$ cat src/rtl/clk_div_calc_if.sv
// rtl/clk_div_calc_if.sv - request/result bundle between upstream and clk_div_calc
interface clk_div_calc_if;
  logic [31:0] freq_hz;
  logic        freq_valid;
  logic        freq_ready;
  logic [31:0] div;
  logic        div_valid;
  logic        err;
  logic        busy;

  modport master (
    output freq_hz, freq_valid,
    input  freq_ready, div, div_valid, err, busy
  );

  modport slave (
    input  freq_hz, freq_valid,
    output freq_ready, div, div_valid, err, busy
  );
endinterface

$ cat src/rtl/clk_div_calc.sv
// rtl/clk_div_calc.sv - frequency-to-division-factor converter, round(CLK_FREQ_HZ / freq_hz)
module clk_div_calc #(
  parameter int unsigned CLK_FREQ_HZ = 100_000_000
) (
  input  logic          clk,
  input  logic          rstn,
  clk_div_calc_if.slave bus
);
  typedef enum logic [1:0] {IDLE, CHECK, CALC, DONE} state_t;

  localparam logic [32:0] CLK33 = {1'b0, CLK_FREQ_HZ};

  state_t      state;
  logic [5:0]  cnt;
  logic [31:0] rem;
  logic [31:0] q;
  logic [32:0] n_r;
  logic [31:0] freq_r;

  logic [31:0] div_r;
  logic        div_valid_r;
  logic        err_r;
  logic        ready_r;

  logic [32:0] rem_sh;
  logic        ge;
  logic [31:0] rem_sub;

  // rem stays below freq after every step, so the shifted value fits 33 bits
  // and the difference always fits back into 32.
  always_comb begin
    rem_sh  = {rem, n_r[cnt]};
    ge      = (rem_sh >= {1'b0, freq_r});
    rem_sub = rem_sh[31:0] - freq_r;
  end

  always_ff @(posedge clk) begin
    if (!rstn) begin
      state       <= IDLE;
      ready_r     <= 1'b1;
      div_valid_r <= 1'b0;
      err_r       <= 1'b0;
      div_r       <= 32'd1;
      cnt         <= 6'd0;
      rem         <= 32'd0;
      q           <= 32'd0;
      n_r         <= 33'd0;
      freq_r      <= 32'd0;
    end else begin
      div_valid_r <= 1'b0;
      err_r       <= 1'b0;
      case (state)
        IDLE: begin
          if (bus.freq_valid && ready_r) begin
            freq_r  <= bus.freq_hz;
            ready_r <= 1'b0;
            state   <= CHECK;
          end
        end
        CHECK: begin
          if (freq_r == 32'd0 || freq_r > CLK_FREQ_HZ) begin
            err_r   <= 1'b1;
            ready_r <= 1'b1;
            state   <= IDLE;
          end else begin
            n_r   <= CLK33 + {2'b00, freq_r[31:1]};
            rem   <= 32'd0;
            q     <= 32'd0;
            cnt   <= 6'd32;
            state <= CALC;
          end
        end
        CALC: begin
          rem <= ge ? rem_sub : rem_sh[31:0];
          // Quotient bit 32 is always 0 and is shifted out on the last step.
          q   <= {q[30:0], ge};
          cnt <= cnt - 6'd1;
          if (cnt == 6'd0) begin
            state <= DONE;
          end
        end
        DONE: begin
          div_r       <= q;
          div_valid_r <= 1'b1;
          ready_r     <= 1'b1;
          state       <= IDLE;
        end
        default: begin
          ready_r <= 1'b1;
          state   <= IDLE;
        end
      endcase
    end
  end

  assign bus.freq_ready = ready_r;
  assign bus.busy       = ~ready_r;
  assign bus.div        = div_r;
  assign bus.div_valid  = div_valid_r;
  assign bus.err        = err_r;
endmodule

$ cat src/flat_wrapper.sv
// flat-port wrapper written by rule: the top's interface ports become plain ports
module clk_div_calc_flat 
#(
  parameter int unsigned CLK_FREQ_HZ = 100_000_000
)
  (clk, rstn, bus_freq_hz, bus_freq_valid, bus_freq_ready, bus_div, bus_div_valid, bus_err, bus_busy);
  clk_div_calc_if bus_i ();
  input  logic clk;
  input  logic rstn;
  input wire logic [$bits(bus_i.freq_hz)-1:0] bus_freq_hz;
  input wire logic [$bits(bus_i.freq_valid)-1:0] bus_freq_valid;
  output wire logic [$bits(bus_i.freq_ready)-1:0] bus_freq_ready;
  output wire logic [$bits(bus_i.div)-1:0] bus_div;
  output wire logic [$bits(bus_i.div_valid)-1:0] bus_div_valid;
  output wire logic [$bits(bus_i.err)-1:0] bus_err;
  output wire logic [$bits(bus_i.busy)-1:0] bus_busy;
  assign bus_i.freq_hz = bus_freq_hz;
  assign bus_i.freq_valid = bus_freq_valid;
  assign bus_freq_ready = bus_i.freq_ready;
  assign bus_div = bus_i.div;
  assign bus_div_valid = bus_i.div_valid;
  assign bus_err = bus_i.err;
  assign bus_busy = bus_i.busy;
  clk_div_calc #(.CLK_FREQ_HZ(CLK_FREQ_HZ)) u_core (.clk(clk), .rstn(rstn), .bus(bus_i));
endmodule
$ cat config.mk
export PLATFORM = sky130hd
export DESIGN_NAME = clk_div_calc_flat
export DESIGN_NICKNAME = d
export VERILOG_FILES = /design/src/rtl/clk_div_calc_if.sv /design/src/rtl/clk_div_calc.sv /design/src/flat_wrapper.sv
export SDC_FILE = /design/constraint.sdc
export NUM_CORES = 1
export LEC_CHECK = 0
export BUFFER_PORTS_ARGS = -buffer_cell sky130_fd_sc_hd__buf_2
export CORE_MARGIN = 2
export CORE_UTILIZATION = 45
export CTS_CLUSTER_DIAMETER = 60
export DETAILED_ROUTE_END_ITERATION = 16
export GPL_ROUTABILITY_DRIVEN = 0
export PLACE_DENSITY = 0.6
export SYNTH_ARGS = -nofsm -noshare
export SYNTH_HDL_FRONTEND = slang
export SYNTH_SLANG_ARGS = --single-unit
$ cat constraint.sdc
create_clock -name clk -period 4.6 [get_ports clk]
set_input_delay 0.46 -clock clk [delete_from_list [all_inputs] [get_ports clk]]
set_output_delay 0.46 -clock clk [all_outputs]
set_load 0.005 [all_outputs]
---- After elaboration in Yosys (flattened, before gate mapping) ----
Cells that the tools add are included.
Widths: inputs -> output; s select.
word-level totals
  flip-flop bits (word level) ............. 172
  word-level logic and storage cells ...... 55
  input bits .............................. 35
cells by class
  magnitude comparators ................... 3
  mux-type cells .......................... 17
  $add $sub $neg .......................... 3
  equality and inequality tests ........... 7
  bitwise logic cells ..................... 2
  reductions and logical operators ........ 13
operators with widths
  cell                    number
  $pmux 32 s2             2
  $mux 32                 2
  $ge 33x32->1            1
  $add 27x31->32 const A  1
  $gt 32x27->1 const B    1
  $logic_not 32->1        1
  $sub 32x32->32          1
  $pmux 6 s2              1
  $reduce_and 2->1        5
  $pmux 2 s4              1
  $lt 6x7->1 const B      1
  $bmux 1 s6              1
  $logic_not 6->1         1
  $mux 2                  3
  $mux 6                  1
  $ne 2x1->1 const B      3
  $sub 6x1->6 const B     1
  $mux 1                  5
  $eq 2x2->1 const B      2
  $pmux 1 s3              1
  $reduce_and 3->1        1
  $reduce_bool 3->1       1
  $eq 2x1->1 const B      1
  $logic_not 2->1         1
  other kinds (5)         6

---- Depth between registers and ports, before layout ----
Gate-level depths: netlist of the first run.
  depth in word-level cells ............... 5
  mapped depth ............................ 16
  depth with buffers taken out ............ 15

---- Worst setup path before layout of the first run ----
Ideal clock, no wire load.
  path type ............................... register -> register
  start point ............................. register u_core.cnt[0]
  end point ............................... register u_core.rem[16]
  stages on the path, launching flop included .. 17
  arrival ................................. 3.945 ns
  path buffers ............................ 1
  path slack .............................. 0.534 ns
  clock period less this slack ............ 4.066 ns
  path through ............................ dfxtp_1 > buf_2 > mux4_2 > mux4_2 > mux2i_1 > or2_2 > ha_1 > fa_1 > nor2b_1 > o31ai_1 > a21oi_1 > o21ai_0 > nand2b_1 > a311oi_1 > o21ai_0 > xor2_1 > a221o_1
between the ends
  longest elaborated chain between the ends .. 5
RTL lines
  item                                            line                                    text
  start: declaration                              clk_div_calc.sv:14                      logic [5:0] cnt;
  start signal: assignment                        clk_div_calc.sv:77                      cnt <= cnt - 6'd1;
  $bmux 1 s6 (*)                                  clk_div_calc.sv:32                      rem_sh = {rem, n_r[cnt]};
  $mux 1 (not written as such) (*)                clk_div_calc.sv:32
  $sub 32x32->32 or $ge 33x32->1 (tied branches)  clk_div_calc.sv:34, clk_div_calc.sv:33
  $mux 32 (*)                                     clk_div_calc.sv:74                      rem <= ge ? rem_sub : rem_sh[31:0];
  $pmux 32 s2 (*)                                 clk_div_calc.sv:52                      case (state)
  end signal: assignment                          clk_div_calc.sv:74
  end: declaration                                clk_div_calc.sv:15                      logic [31:0] rem;
Mark *: on every way between the ends. The rest lies on a longest branch, timed or not. The select of a mux whose other input is x is not followed.
A chain may end at the register's enable or synchronous reset.

---- Worst setup path after layout of the first run ----
Same ends and word-level chain as after synthesis.

==> results.md, run 1 <==
* Worst vdd ir at about 0.00026 V
* Post-synth top area cell: dfxtp_1
* Initial DRC Count at around 440
* Commonest non-fill, non-tap cells in the layout: 246 x nand2_1, 171 x dfxtp_1, 150 x a21oi_1
* Num CTS Buffers at 17
* Post-synth EDFFs at 0
* Cell Chain, Critical Path: buf_4 > mux4_2 > mux4_2 > mux2i_1 > or2_2 > ha_1 > fa_1 > nor2b_1 > o31ai_1 > a21oi_1 > o21ai_0 > nand2b_1 > a311oi_2 > o21ai_0 > xor2_1 > a221o_1
* Cts hold-fix bufs at 0
* Final Hold Slack at between 200 and 300 ps
* Die Ht at 143 um
* Starting Density at 46.0%
* First-pass GRT wire length at 34900 um
* Net Count, Synth at 1152
* Synth top area share at between 30 and 40%
* Drt wl/cell at approximately 16 um
* Area post-placement at 9120 um^2
* Avg Inst Size Synth at around 8 um^2
* Yosys cell types at 61
* Hold path depth at 3
* Grt ovf at 0
* Antenna Violating Nets Remaining at 0
* Clock latency at the later pin of the worst-skew pair at 440 ps
* Max layer used: met4
* WL met1 at 10100 um
* Post-synthesis sequential area ratio at 39.6%
* RR Endpoint: u_core.rem[16]
* Worst Setup Start Kind: flip-flop
* Root buf cell: clkbuf_16
* Vias in the first global route at 6845
* Clock skew at between 9 and 10 ps
* Hold/Removal Path Class: input port to flip-flop
* Cell count after synthesis at 1081
* PortBufs at 70
* Period utilization at slightly above 90%
* Final Cell Area at roughly 9700 um^2
* Ys flop type: dfxtp_1
* Post-DP HPWL at 14700 um
* Setup slack, reg-to-reg at roughly 320 ps
* Max cap viols at 0
* Critical path class: flip-flop to flip-flop
* Core ar. at about 19000 um^2
* Leak pwr at approximately 3.7 nW
* Fin. max-slew vios at 0
* Hold_sp: bus_freq_hz[28]
* Die area at 20300 um^2
* Area Growth Syn to Fin at 12.4%
* # DRC at 0
* Vias per cell at ~5.5
* Total Wirelength at ~21000 um
* Die X at between 100 and 150 um
* Clock sinks at ~170
* Crit path time final at 4280 ps
* PD cells at 440 nW/um^2
* Rel. slew slack at between 20 and 25%
* Cell family with most CP delay: compound AO/OA/AOI/OAI gates
* Max incr delay on CP at approximately 500 ps
* Worst Hold End: u_core.freq_r[28]
* CTS tree: built
* Outcome: completed
* Final core occ at between 50% and 60%
* Post-Syn Area at 8640 um^2
* Largest net degree at the start of global routing at 88
* Antenna cell count at 0
* Boundary Pins at between 70 and 80
* Clock buffer depth at 2
* Setup-failing EPs final at 0
* H-tree depth at 4
* FF+latch count, synth at 171
* Row cnt at 50
* Worst Path Required at just under 5000 ps
* GRT Resource Usage Total at between 20% and 30%
* Worst path slowest cell: mux4_2
* Worst R2R Start: u_core.cnt[0]
* Setup TNS at 0 ps
* Reg2reg path depth at 16
* Commonest non-fill, non-tap cell in the layout: nand2_1
* Layout Nets at ~1200
* Synth top area cells: dfxtp_1 40%, nand2_1 11%, a21oi_1 8.7%
* RSZ-0062 raised after global routing: no
* Initial antenna violation count at 0
* Worst-margin pin slew at roughly 1200 ps
* Final hold vios at 0
* Total iterations of the first detailed-routing run at 6
* Reg clk slew, reported paths at ~70 ps
* Signal arrival time at the worst endpoint at 4600 ps
* FMAX at between 0.2 and 0.25 GHz
* Worst Setup End Kind: flip-flop
* Crit path buf inv count at 1
* Met2 wire length at around 10000 um
* Synth Warn # at 0
* Vias at roughly 7500
* Layout cell share with drive strength beyond 1 at around 13%
* Async SR Flop Fraction at 0%
* Met3 WL at 872 um
* Crit-path max FO at 11
[state kept, by name, summed over array words and instances (netlist names), named ones only]
signal	cells
u_core.bus.div_valid	1
u_core.bus.div	32
u_core.rem	32
u_core.bus.err	1
u_core.freq_r	32
u_core.state	1
u_core.q	32
u_core.bus.freq_ready	1
u_core.cnt	6
u_core.n_r	32
[stage by stage]
stage | total power, mW | worst slack [ps] | cells
final | 4.28 | 325 | 1363
after global routing | 4.51 | 8.12 | 1363
after CTS | 4.31 | 268 | 1363
after detailed placement | 2.88 | 325 | 1331
after global placement | 2.88 | 397 | 1331
after floorplan | 2.60 | 534 | 1081
[logic make-up (layout without fill, tap and decap cells)]
| group | Yosys count | in the layout | synth area share (%) |
|---|---|---|---|
| AO/OA/AOI/OAI | 277 | 277 | 19.2 |
| flip-flops | 171 | 171 | 39.6 |
| AND/OR/NAND/NOR | 414 | 414 | 21.0 |
| multiplexers | 36 | 36 | 5.62 |
| XOR/XNOR | 41 | 41 | 4.16 |
| buffers and inverters | 106 | 154 | 5.11 |
| adder cells (fa/ha/maj) | 36 | 36 | 5.30 |
[tightest hold or removal path: cells and delay by family]
family | cells | cell delay, ps
compound gates | 1 | 50
buf+inv | 1 | 90
simple gates | 1 | 40
[worst max-delay path by stage]
stage / start / to / slack (ps) / cells after the start
finish: u_core.cnt[0] / u_core.rem[16] / 320 / 16
global route: u_core.cnt[0] / u_core.rem[16] / 8 / 16
CTS: u_core.cnt[0] / u_core.rem[16] / 270 / 16
detailed placement: u_core.cnt[0] / u_core.rem[16] / 320 / 16
global placement: u_core.cnt[0] / u_core.rem[16] / 400 / 16
floorplan: u_core.cnt[0] / u_core.rem[16] / 530 / 16
[power by group]
group,switching (mW),internal [mW]
Combinational,0.713,0.503
Clock,0.686,0.738
Sequential,0.0830,1.55
[area by class of cell]
cell class | count | area (um^2)
clock buffers | 18 | 439
clock inverters | 14 | 148
fillers | 1821 | 9060
inverters | 39 | 149
multi-input cells | 804 | 4800
flip-flops and latches | 171 | 3420
well taps | 234 | 293
repair buffers | 83 | 460
[metal layers]
layer / vias to the layer above / track usage, %
li1: 3825 / -
met3: 26 / 5.11
met2: 133 / 34.4
met1: 3469 / 28.6
met5: - / 0
met4: 0 / 7.30
[synth_stat cells (all sizes together) (12+ instances only)]
cell type	number
buf	18
mux2i	26
xnor2	30
ha	35
nor2	45
o21ai	49
a211oi	14
a21oi	152
clkbuf	49
a21o	12
inv	38
nand2	246
nand3	50
dfxtp	171
[what timing repair did]
| action | in CTS | in global routing |
|---|---|---|
| setup endpoints to repair | 0 | 1 |
| resized for setup | 0 | 1 |
| buffers inserted | 0 | 0 |
Power figures use the tool's default switching activity.
==> run 2: changes to the inputs <==
- CORE_UTILIZATION: 45 -> 35
- CTS_CLUSTER_SIZE: unset -> 8
- PLACE_DENSITY: 0.6 -> 0.48
==> run 2 against run 1 <==
Cell area grew 1.8%. Count of clock-buffer cells in the layout down 1. Register-to-register slack improved by 80 ps. Highest routed layer unchanged. Core utilization is 11 points lower. Sequential share of layout area shrank 0.63 points. Via count hardly changed. Clock power is 8% higher. Sequential cell count unchanged. Largest cell class unchanged. Global-route usage shrank 3.5 points. Sequential power barely moved. Clock skew rose by 4.5 ps. Total power rose by 2.7%.
==> results.md, run 2 (synthesized netlist as in run 1, its figures left out) <==
* Root buf cell: clkbuf_16
* CTS tree: built
* Worst-margin pin slew at approximately 1200 ps
* Worst Setup End Kind: flip-flop
* Clock sinks at roughly 170
* Grt ovf at 0
* Clock skew at about 14 ps
* Vias in the first global route at 7151
* Die X at ~160 um
* Logic gate share of total power at 27.9%
* Commonest non-fill, non-tap cell in the layout: nand2_1
* Row cnt at 57
* Placed insts at roughly 1400
* Cell family with most CP delay: compound AO/OA/AOI/OAI gates
* FILL cells at roughly 2600
* CP Capture Point: u_core.rem[15]
* Period utilization at between 90% and 100%
* Total iterations of the first detailed-routing run at 5
* Layout Nets at 1189
* Die area at roughly 26000 um^2
* Total Wirelength at about 23000 um
* Worst setup startpoint: u_core.cnt[1]
* RR Endpoint: u_core.rem[15]
* Cell Chain, Critical Path: mux4_2 > mux4_2 > mux2i_1 > or2_2 > ha_1 > nor2b_1 > o31a_1 > o31ai_2 > a21oi_4 > a21oi_2 > o31a_1 > o41ai_4 > buf_4 > mux2i_1 > o21ai_1
* Num CTS Buffers at 17
* Max cap viols at 0
* PD cells at around 440 nW/um^2
* Clock latency at the later pin of the worst-skew pair at around 450 ps
* Clock buffer depth at 2
* Worst R2R Start: u_core.cnt[1]
* Largest net degree at the start of global routing at 82
* Leak pwr at ~3.8 nW
* Antenna cell count at 0
* Starting Density at a little over a third
* Sw Ratio at between 30% and 40%
* Crit path buf inv count at 1
* Vias at 7456
* Area Growth Syn to Fin at 14.4%
* Rel. slew slack at a little under a fifth
* First-pass GRT wire length at around 38000 um
* PortBufs at 70
* Sw power at around 1.6 mW
* Critical path depth in cells at 15
* Setup slack, reg-to-reg at 410 ps
* Worst Path Required at roughly 5000 ps
* Max incr delay on CP at between 600 and 700 ps
* Signal arrival time at the worst endpoint at approximately 4500 ps
* Multi-input gate area in the final layout at 4800 um^2
* Boundary Pins at 71
* Crit path time final at roughly 4200 ps
* Reg clk slew, reported paths at around 80 ps
* Core ar. at 24200 um^2
* Worst path slowest cell: dfxtp_1
* Met2 Track Usage GR at a little under 30%
* Vias per cell at 5.12
* Initial antenna violation count at 0
* Hold/Removal Path Class: input port to flip-flop
* Worst vdd ir at between 0.0002 and 0.00025 V
* Met3 usage at 3.83%
* Critical path class: flip-flop to flip-flop
* Post-DP HPWL at between 15000 and 20000 um
* FMAX at ~0.24 GHz
* Grt met1 use at 24.4%
* FF+latch area at between 3000 and 4000 um^2
* Flop pwr share at about 37%
* Layout cell share with drive strength beyond 1 at roughly 13%
* Reg2reg path depth at 15
* RSZ-0062 raised after global routing: no
* Cell Count, Final, Fillers Out at ~1500
* H-tree depth at 4
* # DRC at 0
* Gr busiest metal: met2
* Cts hold-fix bufs at 0
* Worst Setup Start Kind: flip-flop
* Fin. max-slew vios at 0
* Drt wl/cell at about 16 um
* Int Power at roughly 2.8 mW
* Outcome: completed
* Commonest non-fill, non-tap cells in the layout: 246 x nand2_1, 171 x dfxtp_1, 150 x a21oi_1
* Setup-failing EPs final at 0
* Setup TNS at 0 ps
* Clock share of power at a little over a third
* GRT Resource Usage Total at between 10% and 20%
* Final Cell Area at about 9900 um^2
* Final hold vios at 0
* Die Ht at around 160 um
* Crit-path max FO at 13
* Initial DRC Count at around 550
* Post-CTS setup buffer count at 0
* Antenna Violating Nets Remaining at 0
* Area post-placement at slightly above 9000 um^2
[run 2: cell count changes in the layout (fill, tap and decap cells not counted), sizes merged]
| cell | delta |
|---|---|
| clkinv | +2 |
| clkbuf | -1 |
| buf | +2 |
| clkinvlp | -1 |
[run 2: worst min path at each step]
stage | start | endpoint | cells past startpoint | slack (ps)
floorplan | u_core.n_r[2] | u_core.n_r[2] | 2 | 430
global placement | u_core.bus.div[31] | u_core.bus.div[31] | 2 | 440
detailed placement | u_core.bus.div[13] | u_core.bus.div[13] | 2 | 440
CTS | bus_freq_hz[20] | u_core.freq_r[20] | 3 | 240
global route | bus_freq_hz[27] | u_core.freq_r[27] | 3 | 250
finish | bus_freq_hz[27] | u_core.freq_r[27] | 3 | 250
[run 2: what timing repair did]
action,4_1_cts,5_1_grt
setup endpoints to repair,0,2
endpoints found under the hold margin,0,0
resized for setup,0,1
[run 2: final cells by class]
type                       instances  share of cell area (%)
clock buffer                      17                    4.30
clock inverter                    15                    2.14
inverter                          39                    1.51
multi-input combinational        804                    48.5
sequential                       171                    34.6
tap                              324                    4.10
timing repair buffer              85                    4.81
[run 2: tightest hold or removal path, cell delays in order]
cell and delay [ps]:
buf_2 90, nand2_1 50, a21oi_1 50
[run 2: metrics by stage]
stage | total power [mW] | util (%) | setup slack, ps | hold slack [ps]
2_1_floorplan | 2.60 | - | 534 | 429
3_3_place_gp | 2.91 | 38.1 | 360 | 440
3_5_place_dp | 2.90 | 38.1 | 361 | 444
4_1_cts | 4.44 | 40.8 | 317 | 236
5_1_grt | 4.65 | 40.8 | 20.9 | 248
6_report | 4.39 | 40.8 | 406 | 248
[run 2: power groups by stage]
stage / Combinational (mW) / Clock, mW / Sequential [mW]
4_1_cts: 1.23 / 1.57 / 1.64
3_3_place_gp: 1.23 / 0 / 1.67
2_1_floorplan: 0.968 / 0 / 1.63
6_report: 1.23 / 1.53 / 1.64
5_1_grt: 1.38 / 1.63 / 1.65
3_5_place_dp: 1.23 / 0 / 1.67
[run 2: routing by layer]
metal / wire (um) / up-vias
met5: 0 / -
met4: 230 / 0
met3: 925 / 14
met2: 10400 / 109
met1: 11300 / 3503
li1: - / 3830
